$ cat config.mk
export PLATFORM = sky130hd
export DESIGN_NAME = fibo_bcd_conv
export DESIGN_NICKNAME = d
export VERILOG_FILES = /design/src/rtl/fibo_pkg.sv /design/src/rtl/bcd_digit_adj.sv /design/src/rtl/fibo_bcd_conv.sv
export SDC_FILE = /design/constraint.sdc
export NUM_CORES = 1
export LEC_CHECK = 0
export ABC_CLOCK_PERIOD_IN_PS = 2200
export BUFFER_PORTS_ARGS = -buffer_cell sky130_fd_sc_hd__buf_2
export CORE_MARGIN = 5
export CORE_UTILIZATION = 50
export DETAILED_ROUTE_END_ITERATION = 6
export HOLD_SLACK_MARGIN = 0.05
export PLACE_DENSITY_LB_ADDON = 0.05
export SYNTH_ARGS = -nofsm -noshare
export SYNTH_HDL_FRONTEND = slang
export SYNTH_SLANG_ARGS = --single-unit
export TNS_END_PERCENT = 30
$ cat constraint.sdc
create_clock -name clock -period 2.2 [get_ports clock]
set_clock_uncertainty 0.05 [all_clocks]
set_input_delay 0.44 -clock clock [delete_from_list [all_inputs] [get_ports clock]]
set_output_delay 0.44 -clock clock [all_outputs]
set_load 0.01 [all_outputs]
$ cat src/rtl/fibo_pkg.sv
// rtl/fibo_pkg.sv - shared widths and state encoding for the fibonacci BCD converter
package fibo_pkg;

  localparam int DATA_W = 16;
  localparam int DIGITS = 5;
  localparam int BCD_W  = 4 * DIGITS;
  localparam int CNT_W  = $clog2(DATA_W);

  localparam logic [1:0] ST_IDLE  = 2'd0;
  localparam logic [1:0] ST_SHIFT = 2'd1;
  localparam logic [1:0] ST_DONE  = 2'd2;

  typedef enum logic [1:0] {
    S_IDLE  = ST_IDLE,
    S_SHIFT = ST_SHIFT,
    S_DONE  = ST_DONE
  } state_e;

endpackage

$ cat src/rtl/bcd_digit_adj.sv
// rtl/bcd_digit_adj.sv - double-dabble add-3 correction for one BCD digit
module bcd_digit_adj (
  input  logic [3:0] digit_i,
  output logic [3:0] digit_o
);

  assign digit_o = (digit_i >= 4'd5) ? digit_i + 4'd3 : digit_i;

endmodule

$ cat src/rtl/fibo_bcd_conv.sv
// rtl/fibo_bcd_conv.sv - sequential binary-to-BCD converter with one-entry holding register
module fibo_bcd_conv #(
  parameter int DATA_W = fibo_pkg::DATA_W,
  parameter int DIGITS = fibo_pkg::DIGITS
) (
  input  logic                  clock,
  input  logic                  reset,
  input  logic                  in_valid,
  input  logic [DATA_W-1:0]     in_data,
  output logic                  in_ready,
  output logic [4*DIGITS-1:0]   bcd_out,
  output logic                  bcd_valid,
  output logic                  busy,
  output logic                  overflow
);
  import fibo_pkg::*;

  localparam int BW = 4 * DIGITS;
  localparam int CW = $clog2(DATA_W);
  localparam logic [CW-1:0] CNT_LAST = CW'(DATA_W - 1);

  state_e            state_q, state_d;
  logic [DATA_W-1:0] bin_q, bin_d;
  logic [BW-1:0]     acc_q, acc_d;
  logic [CW-1:0]     cnt_q, cnt_d;
  logic [DATA_W-1:0] hold_q, hold_d;
  logic              hold_full_q, hold_full_d;
  logic [BW-1:0]     bcd_q, bcd_d;
  logic              bcd_valid_q, bcd_valid_d;
  logic              ovf_q, ovf_d;

  logic [BW-1:0]     acc_adj;
  logic [BW-1:0]     acc_step;
  logic [DATA_W-1:0] bin_step;
  logic              accept;

  for (genvar g = 0; g < DIGITS; g++) begin : g_adj
    bcd_digit_adj u_adj (
      .digit_i (acc_q[4*g +: 4]),
      .digit_o (acc_adj[4*g +: 4])
    );
  end

  // The top adjusted bit falls off the shift; it is always zero when 10^DIGITS > 2^DATA_W-1.
  always_comb begin
    {acc_step, bin_step} = {acc_adj, bin_q} << 1;
  end

  assign accept = in_valid & ~hold_full_q;

  always_comb begin
    state_d     = state_q;
    bin_d       = bin_q;
    acc_d       = acc_q;
    cnt_d       = cnt_q;
    hold_d      = hold_q;
    hold_full_d = hold_full_q;
    bcd_d       = bcd_q;
    bcd_valid_d = 1'b0;
    ovf_d       = ovf_q | (in_valid & hold_full_q);

    unique case (state_q)
      S_IDLE: begin
        if (accept) begin
          bin_d   = in_data;
          acc_d   = '0;
          cnt_d   = '0;
          state_d = S_SHIFT;
        end
      end
      S_SHIFT: begin
        acc_d = acc_step;
        bin_d = bin_step;
        cnt_d = cnt_q + 1'b1;
        if (accept) begin
          hold_d      = in_data;
          hold_full_d = 1'b1;
        end
        if (cnt_q == CNT_LAST) begin
          bcd_d       = acc_step;
          bcd_valid_d = 1'b1;
          state_d     = S_DONE;
        end
      end
      S_DONE: begin
        if (hold_full_q) begin
          bin_d       = hold_q;
          acc_d       = '0;
          cnt_d       = '0;
          hold_full_d = 1'b0;
          state_d     = S_SHIFT;
        end else if (accept) begin
          bin_d   = in_data;
          acc_d   = '0;
          cnt_d   = '0;
          state_d = S_SHIFT;
        end else begin
          state_d = S_IDLE;
        end
      end
      default: state_d = S_IDLE;
    endcase
  end

  always_ff @(posedge clock) begin
    if (!reset) begin
      state_q     <= S_IDLE;
      bin_q       <= '0;
      acc_q       <= '0;
      cnt_q       <= '0;
      hold_q      <= '0;
      hold_full_q <= 1'b0;
      bcd_q       <= '0;
      bcd_valid_q <= 1'b0;
      ovf_q       <= 1'b0;
    end else begin
      state_q     <= state_d;
      bin_q       <= bin_d;
      acc_q       <= acc_d;
      cnt_q       <= cnt_d;
      hold_q      <= hold_d;
      hold_full_q <= hold_full_d;
      bcd_q       <= bcd_d;
      bcd_valid_q <= bcd_valid_d;
      ovf_q       <= ovf_d;
    end
  end

  assign in_ready  = ~hold_full_q;
  assign bcd_out   = bcd_q;
  assign bcd_valid = bcd_valid_q;
  assign busy      = (state_q == S_SHIFT);
  assign overflow  = ovf_q;

endmodule

# After elaboration in Yosys (flattened, before gate mapping)
# Index checks and enable logic that the tools add are counted.
# totals
register_bits	81
input_bits	19
output_inout_bits	24
elab_cells	60
# op_classes
add_sub_neg	6
magnitude_cmp	5
eq_ne	6
n_mux	22
n_bitwise	4
n_reduce_logical	8
# ops
operator	count
$pmux W20 S3	1
$pmux W16 S3	1
$mux W20	2
$mux W16	2
$mux W4	6
$ge A4 B3 Y1 const B	5
$add A4 B2 Y4 const B	4
$pmux W4 S3	1
$reduce_and A2 Y1	5
$pmux W2 S3	1
$add A4 B1 Y4 const B	1
$eq A4 B4 Y1 const B	1
$mux W1	4
$mux W2	2
$ne A2 B1 Y1 const B	2
$add A3 B2 Y3 const B	1
$mux W3	1
$reduce_bool A3 Y1	1
$and A1 B1 Y1	2
$eq A2 B1 Y1 const B	1
$eq A2 B2 Y1 const B	1
$logic_not A2 Y1	1
$ne A2 B2 Y1 const B	1
$pmux W1 S2	1
other kinds (3)	3

# Longest topological paths before layout
# Gate-level depths: netlist of run 1.
# logic_depth
word_depth	5
ltp_mapped	7

# By module
# From an unflattened synthesis of run 1, not the netlist that was laid out.
# unflattened
cells_unflattened	472
hier_area_um2	3783.6
# modules_own_cells
module	n_inst	cells_per_inst	area_per_inst_um2
fibo_bcd_conv	1	392	3276.9
bcd_digit_adj	5	16	101.3

# Worst setup path after synthesis of run 1
# Ideal clock, no wire load.
# synth_timing
kind	flip-flop to flip-flop
startpoint	reg state_q[1]
endpoint	reg bin_q[13]
setup_time_ps	122
t_arrival_ps	1517
slack_ps	511
path_stages_with_launch	8
n_path_buf	1
synth_period_minus_slack_ps	1689
cell_sequence	dfxtp_1 > inv_1 > ha_1 > nor2b_1 > a2bb2oi_1 > and2_4 > buf_6 > a221o_1
# synth_between
elab_chain_len	2
elab_cells_between_ends	5
# synth_lines
item	line	text
from (decl)	fibo_bcd_conv.sv:22	state_e state_q, state_d;
from (signal assigned)	fibo_bcd_conv.sv:117	state_q <= state_d;
$eq A2 B2 Y1 (tied with other cells)	fibo_bcd_conv.sv:62	unique case (state_q)
$pmux W16 S3 or $reduce_bool A3 Y1 (tied branches)	n/a	
to (signal assigned)	fibo_bcd_conv.sv:118	bin_q <= bin_d;
to (decl)	fibo_bcd_conv.sv:23	logic [DATA_W-1:0] bin_q, bin_d;
# Parallel ways exist; a longest one is shown, timed or not.
# A chain may end at the register's enable or synchronous reset.

# Worst setup path after layout of run 1
# layout_timing
startpoint	reg state_q[0]
endpoint	reg cnt_q[2]
# layout_between
elab_chain_len	2
elab_cells_between_ends	5
# layout_lines
item	line	text
$eq A2 B2 Y1 (tied with other cells)	fibo_bcd_conv.sv:62	
$pmux W4 S3 or $reduce_bool A3 Y1 (tied branches)	n/a	
to (signal assigned)	fibo_bcd_conv.sv:120	cnt_q <= cnt_d;
to (decl)	fibo_bcd_conv.sv:25	logic [CW-1:0] cnt_q, cnt_d;
# Parallel ways exist; a longest one is shown, timed or not.

==> results of run 1 <==
[Yosys cell counts (7+ instances only)]
cell,number
dfxtp_1,81
buf_2,13
a22o_1,13
nand3_1,10
clkbuf_1,10
ha_1,15
inv_1,15
and2_1,7
nor2_1,32
nand2_1,64
nand2b_1,8
a21oi_1,51
o2bb2ai_1,14
mux2i_1,19
o21ai_0,21
[power by group]
group	switching [mW]	leakage, nW	internal, mW
clock	0.529	0.113	0.619
combinational	0.488	1.05	0.337
sequential	0.0768	0.656	1.57
[cells in the final DEF (no fill, tap or decap), drive strengths merged, types with 5 or more instances in the layout]
cell,netlist,layout
nor3b,5,5
a211oi,6,6
mux2i,19,19
a31oi,5,5
a22o,13,13
a2bb2oi,5,5
nand2b,9,9
nand2,64,64
o21ai,21,21
ha,15,15
xnor2,5,5
inv,15,16
a221o,6,6
a21oi,51,51
clkbuf,11,12
nor2,32,32
nand3,10,10
o2bb2ai,14,14
buf,17,59
dfxtp,81,81
and2,8,8
[state kept, by name (all words and copies together), names as in the netlist]
signal / cells
state_q: 2
overflow: 1
bcd_out: 20
hold_full_q: 1
hold_q: 16
cnt_q: 4
acc_q: 20
bcd_valid: 1
bin_q: 16
[worst min-delay path: cells and delay by family]
family	cells	cell delay, ns
buffers and inverters	1	0.10
and+or+nand+nor	1	0.05
AOI/OAI and AO/OA	1	0.05
[worst max path at each step]
stage	start	to	cells after the start
after detailed placement	state_q[0]$_SDFFE_PN0P_	cnt_q[2]$_SDFFE_PN0P_	5
after floorplan	state_q[1]$_SDFFE_PN0P_	bin_q[13]$_SDFFE_PN0P_	7
final	state_q[0]$_SDFFE_PN0P_	cnt_q[2]$_SDFFE_PN0P_	5
after CTS	state_q[0]$_SDFFE_PN0P_	cnt_q[2]$_SDFFE_PN0P_	5
after global placement	state_q[1]$_SDFFE_PN0P_	bin_q[13]$_SDFFE_PN0P_	6
after global routing	state_q[0]$_SDFFE_PN0P_	cnt_q[2]$_SDFFE_PN0P_	5
[per-layer routing]
metal  up-vias  track usage  share of wire
li1       1695            -              -
met2        69        0.314           0.48
met4         0       0.0567         0.0090
met5         -            0              0
met1      1554        0.249           0.47
met3         6       0.0450          0.040
[cell type report]
| class | instances | area (um^2) |
|---|---|---|
| fill | 719 | 3210 |
| multi-input combinational | 326 | 2060 |
| sequential | 81 | 1620 |
| timing repair buffer | 59 | 350 |
| clock buffer | 12 | 165 |
| tap | 102 | 128 |
| inverter | 17 | 63.8 |
| clock inverter | 4 | 48.8 |
[cells by family after synthesis]
group	Yosys count	synth area share
and+or+nand+nor	143	0.171
xor gates and xnor gates	5	0.0113
DFF	81	0.418
adders and majority gates	15	0.0483
AOI/OAI and AO/OA	141	0.241
muxes	22	0.0577
buffers and inverters	45	0.0528
==> impl_metrics.env, run 1 <==
export IMPL_fp_dieW_um=98.1
export IMPL_drt_total_wl_um=8870
export IMPL_critPathSlowestCell="or4b_2"
export IMPL_final_instance_count_excl_fill=601
export IMPL_synth_edf_count=0
export IMPL_cp_arrival_ns=2.26
export IMPL_syn_area_per_cell_um2=8.59
export IMPL_core_um2=7650
export IMPL_drc=0
export IMPL_dieHeight_um=98.1
export IMPL_ys_types=49
export IMPL_yosysWarnings=0
export IMPL_wire_per_inst_um=14.8
export IMPL_path_delay_family="simple AND/OR/NAND/NOR gates"
export IMPL_tightestPinTransition_ns=0.589
export IMPL_cp_num_buf_inv=1
export IMPL_ant_nets=0
export IMPL_r2r_start="state_q[0]$_SDFFE_PN0P_"
export IMPL_synth_top_area_cell="dfxtp_1"
export IMPL_cp_cell_sequence="inv_1 -> ha_1 -> nand2_1 -> or4b_2 -> a21oi_1"
export IMPL_nets=528
export IMPL_port_buffers=42
export IMPL_clock_latency_ns=0.34
export IMPL_tns_ns=0
export IMPL_critical_path_max_stage_delay_ns=0.67
export IMPL_cts_resized_gates=0
export IMPL_grt_max_degree=30
export IMPL_routed_via_density=5.53
export IMPL_fmax_mhz=491
export IMPL_ios=43
export IMPL_p_leak_nw=1.82
export IMPL_cts_sinks=81
export IMPL_clk_pin_slew_ns=0.09
export IMPL_ff2ff_setup_slack_ns=0.16
export IMPL_setup_ws_ns=0.162
export IMPL_hold_path_class="in2reg"
export IMPL_ys_seq_elements=81
export IMPL_power_density_nw_per_um2=817
export IMPL_cts_setup_buffers=0
export IMPL_cts_tree="done"
export IMPL_start_util=0.508
export IMPL_holdWs_ns=0.296
export IMPL_syn_inst=452
export IMPL_worstRegToRegCells=5
export IMPL_drtIter0Drc=119
export IMPL_slew_limit_headroom=0.607
export IMPL_syn_cell_area_um2=3880
export IMPL_num_vias=3324
export IMPL_r2r_end="cnt_q[2]$_SDFFE_PN0P_"
export IMPL_drive_gt1_frac=0.166
export IMPL_cts_root_buf="clkbuf_8"
export IMPL_critical_path_class="reg2reg"
export IMPL_max_vdd_ir_drop_mv=0.446
export IMPL_required_ns=2.42
export IMPL_seq_area_frac_synth=0.418
export IMPL_setup_violations=0
export IMPL_synth_nets=486
export IMPL_place_area_um2=4220
export IMPL_drv_cap=0
export IMPL_synthTopCellsByArea="dfxtp_1, a21oi_1, nand2_1"
export IMPL_fin_util=0.580
export IMPL_grt_overflow_total=0
export IMPL_crit_fanout=7
export IMPL_stdcell_area_um2=4430
export IMPL_clock_path_buffers=2
export IMPL_crit_path_end_kind="flip-flop"
export IMPL_min_path_cells=3
export IMPL_grt_pass1_wl_um=15200
export IMPL_synth_top_area_frac=0.418
export IMPL_placed_cells=585
export IMPL_grt_usage=0.191
export IMPL_grt_antenna_before_repair=0
export IMPL_grt_pass1_vias=3171
export IMPL_cts_hold_buf=0
export IMPL_cts_htree_levels=3
export IMPL_finalCriticalPeriod_ns=2.04
export IMPL_dp_slack_ns=0.217
export IMPL_synthArstFlopShare=0
export IMPL_place_hpwl_um=6410
export IMPL_min_to="hold_q[14]$_SDFFE_PN0P_"
export IMPL_drtPass1Iterations=6
export IMPL_antenna_cells=0
export IMPL_cts_made_buffers=9
export IMPL_hold_path_startpoint="in_data[14]"
export IMPL_status="finished clean"
export IMPL_total_power_mw=3.62
export IMPL_row_count=32
export IMPL_rsz0062_at_grt="false"
export IMPL_start_kind="flip-flop"
export IMPL_syn2layout_area_growth_pct=14.2
export IMPL_hold_viol_final=0
export IMPL_post_route_period_util=0.926
export IMPL_gp_congestion=0.843
export IMPL_die_area_um2=9630
export IMPL_synthFlopType="dfxtp_1"
export IMPL_slew_violations=0
Power figures use the tool's default switching activity.
==> inputs of run 2 (changes only) <==
--- a/config.mk
+++ b/config.mk
@@ -5,10 +5,12 @@
 export SDC_FILE = /design/constraint.sdc
 export NUM_CORES = 1
 export LEC_CHECK = 0
+export ABC_AREA = 1
 export ABC_CLOCK_PERIOD_IN_PS = 2200
 export BUFFER_PORTS_ARGS = -buffer_cell sky130_fd_sc_hd__buf_2
 export CORE_MARGIN = 5
 export CORE_UTILIZATION = 50
+export CTS_BUF_LIST = sky130_fd_sc_hd__clkbuf_4 sky130_fd_sc_hd__clkbuf_8 sky130_fd_sc_hd__clkbuf_16
 export DETAILED_ROUTE_END_ITERATION = 6
 export HOLD_SLACK_MARGIN = 0.05
 export PLACE_DENSITY_LB_ADDON = 0.05
==> run 2 against run 1 <==
  * Routed wire length up 15%
  * Maximum frequency increased by 4.4%
  * Register-to-register slack better by 0.11 ns
  * Critical path type is now reg2out
  * Clock power grew 17%
  * Worst hold slack gained 0.021 ns
  * Global-route usage grew 0.83 points
  * Die area rose by 9.0%
  * Cell count is 32% higher
  * First-iteration DRC count is 22% higher
==> impl_metrics.env, run 2 <==
export IMPL_status="finished clean"
export IMPL_grt_pass1_wl_um=16800
export IMPL_gp_congestion=0.849
export IMPL_drtPass1Iterations=4
export IMPL_yosysWarnings=0
export IMPL_seq_area_frac_synth=0.380
export IMPL_syn_inst=643
export IMPL_cts_sinks=81
export IMPL_drtIter0Drc=145
export IMPL_ys_seq_elements=81
export IMPL_clock_latency_ns=0.36
export IMPL_stdcell_area_um2=4780
export IMPL_routed_via_density=5.12
export IMPL_place_area_um2=4530
export IMPL_max_vdd_ir_drop_mv=0.383
export IMPL_grt_usage=0.199
export IMPL_tightestPinTransition_ns=0.526
export IMPL_core_um2=8260
export IMPL_grt_pass1_vias=3703
export IMPL_hold_viol_final=0
export IMPL_cts_resized_gates=0
export IMPL_drv_cap=0
export IMPL_place_hpwl_um=6930
export IMPL_rsz0062_at_grt="false"
export IMPL_row_count=33
export IMPL_slew_violations=0
export IMPL_layout_commonest_cell="nand2_1"
export IMPL_placed_cells=775
export IMPL_grt_max_degree=30
export IMPL_finalCriticalPeriod_ns=1.95
export IMPL_cts_setup_buffers=0
export IMPL_synthTopCellsByArea="dfxtp_1, nand2_1, a21oi_1"
export IMPL_final_instance_count_excl_fill=791
export IMPL_drive_gt1_frac=0.134
export IMPL_setup_violations=0
export IMPL_power_density_nw_per_um2=717
export IMPL_cts_htree_levels=3
export IMPL_synth_top_area_cell="dfxtp_1"
export IMPL_start_kind="flip-flop"
export IMPL_synth_most_common_cell="nand2_1"
export IMPL_cts_made_buffers=9
export IMPL_clk_pin_slew_ns=0.08
export IMPL_drt_total_wl_um=10200
export IMPL_grt_antenna_before_repair=0
export IMPL_required_ns=1.71
export IMPL_num_vias=4050
export IMPL_cp_arrival_ns=1.46
export IMPL_total_power_mw=3.42
export IMPL_post_route_period_util=0.887
export IMPL_wire_per_inst_um=12.9
export IMPL_syn2layout_area_growth_pct=11.8
export IMPL_critical_path_class="reg2out"
export IMPL_nets=715
export IMPL_hold_path_class="in2reg"
export IMPL_slew_limit_headroom=0.649
export IMPL_dieHeight_um=102
export IMPL_start_util=0.517
export IMPL_port_buffers=42
export IMPL_final_cell_mix="nand2_1, dfxtp_1, nor2_1"
export IMPL_p_leak_nw=2.27
export IMPL_synth_nets=677
export IMPL_fmax_mhz=512
export IMPL_crit_path_end_kind="output pin"
export IMPL_ys_types=28
export IMPL_grt_overflow_total=0
export IMPL_die_area_um2=10500
export IMPL_ios=43
export IMPL_crit_fanout=6
export IMPL_tns_ns=0
export IMPL_antenna_cells=0
export IMPL_fp_dieW_um=102
export IMPL_syn_area_per_cell_um2=6.65
export IMPL_ant_nets=0
export IMPL_cts_tree="done"
export IMPL_synthArstFlopShare=0
export IMPL_synthFlopType="dfxtp_1"
export IMPL_drc=0
export IMPL_synth_edf_count=0
export IMPL_synth_top_area_frac=0.380
export IMPL_clock_path_buffers=2
export IMPL_cts_hold_buf=0
export IMPL_ys_top_cells_by_count="nand2_1, dfxtp_1, nor2_1, inv_1, a21oi_1"
export IMPL_syn_cell_area_um2=4270
export IMPL_cts_root_buf="clkbuf_8"
run 2: cell count changes after synthesis, sizes merged, moves of 14 or more:
cell and delta:
nand2 +131, inv +57, nor2 +48, nand3 +43
mux2i -19, o2bb2ai -14
run 2: kinds of logic (layout without fill, tap and decap cells):
group                    count (synthesis)  after routing  synth area share
adder cells (fa/ha/maj)                 15             15            0.0439
buffers and inverters                  100            143             0.107
AND/OR/NAND/NOR                        349            349             0.345
AO/OA/AOI/OAI                           98             98             0.125
flip-flops                              81             81             0.380
run 2: power by group:
| part | total [mW] | internal, mW | switching, mW |
|---|---|---|---|
| Clock | 1.35 | 0.789 | 0.565 |
| Sequential | 1.58 | 1.54 | 0.0404 |
| Combinational | 0.494 | 0.158 | 0.336 |
| Total | 3.42 | 2.48 | 0.941 |
run 2: stage by stage:
step                utilization  hold WS, ns  setup slack, ns
finish                    0.578        0.318            0.248
global route              0.578        0.313            0.104
CTS                       0.578        0.301            0.241
detailed placement        0.548        0.395            0.322
global placement          0.548        0.389            0.384
floorplan                     -        0.374            0.619
run 2: path summary, 6_finish.rpt:
check / depth (start not counted) / end / from / slack, ns
min reg2reg: 2 / hold_q[0]$_SDFFE_PN0P_ / hold_q[0]$_SDFFE_PN0P_ / 0.41
min: 3 / hold_q[14]$_SDFFE_PN0P_ / in_data[14] / 0.32
max reg2reg: 9 / bin_q[14]$_SDFFE_PN0P_ / state_q[1]$_SDFFE_PN0P_ / 0.27
max: 4 / busy / state_q[1]$_SDFFE_PN0P_ / 0.25
run 2: critical path: stages, from the launching register on:
cell	delay, ns
dfxtp_1	0.35
inv_1	0.08
ha_1	0.34
buf_4	0.21
buf_2	0.13
run 2: cell type report:
cell class              instances  area, um^2
fillers                       835        3480
multi-input cells             462        2190
repair buffers                 55         308
clock inverters                 6         114
well taps                     105         131
flip-flops and latches         81        1620
inverters                      72         270
clock buffers                  10         138
run 2: routing by layer:
layer	vias up	GRT usage	wire, um
met4	0	0.0636	146
li1	2122	-	-
met5	-	0	0
met1	1850	0.268	5090
met2	65	0.329	4610
met3	13	0.0287	340
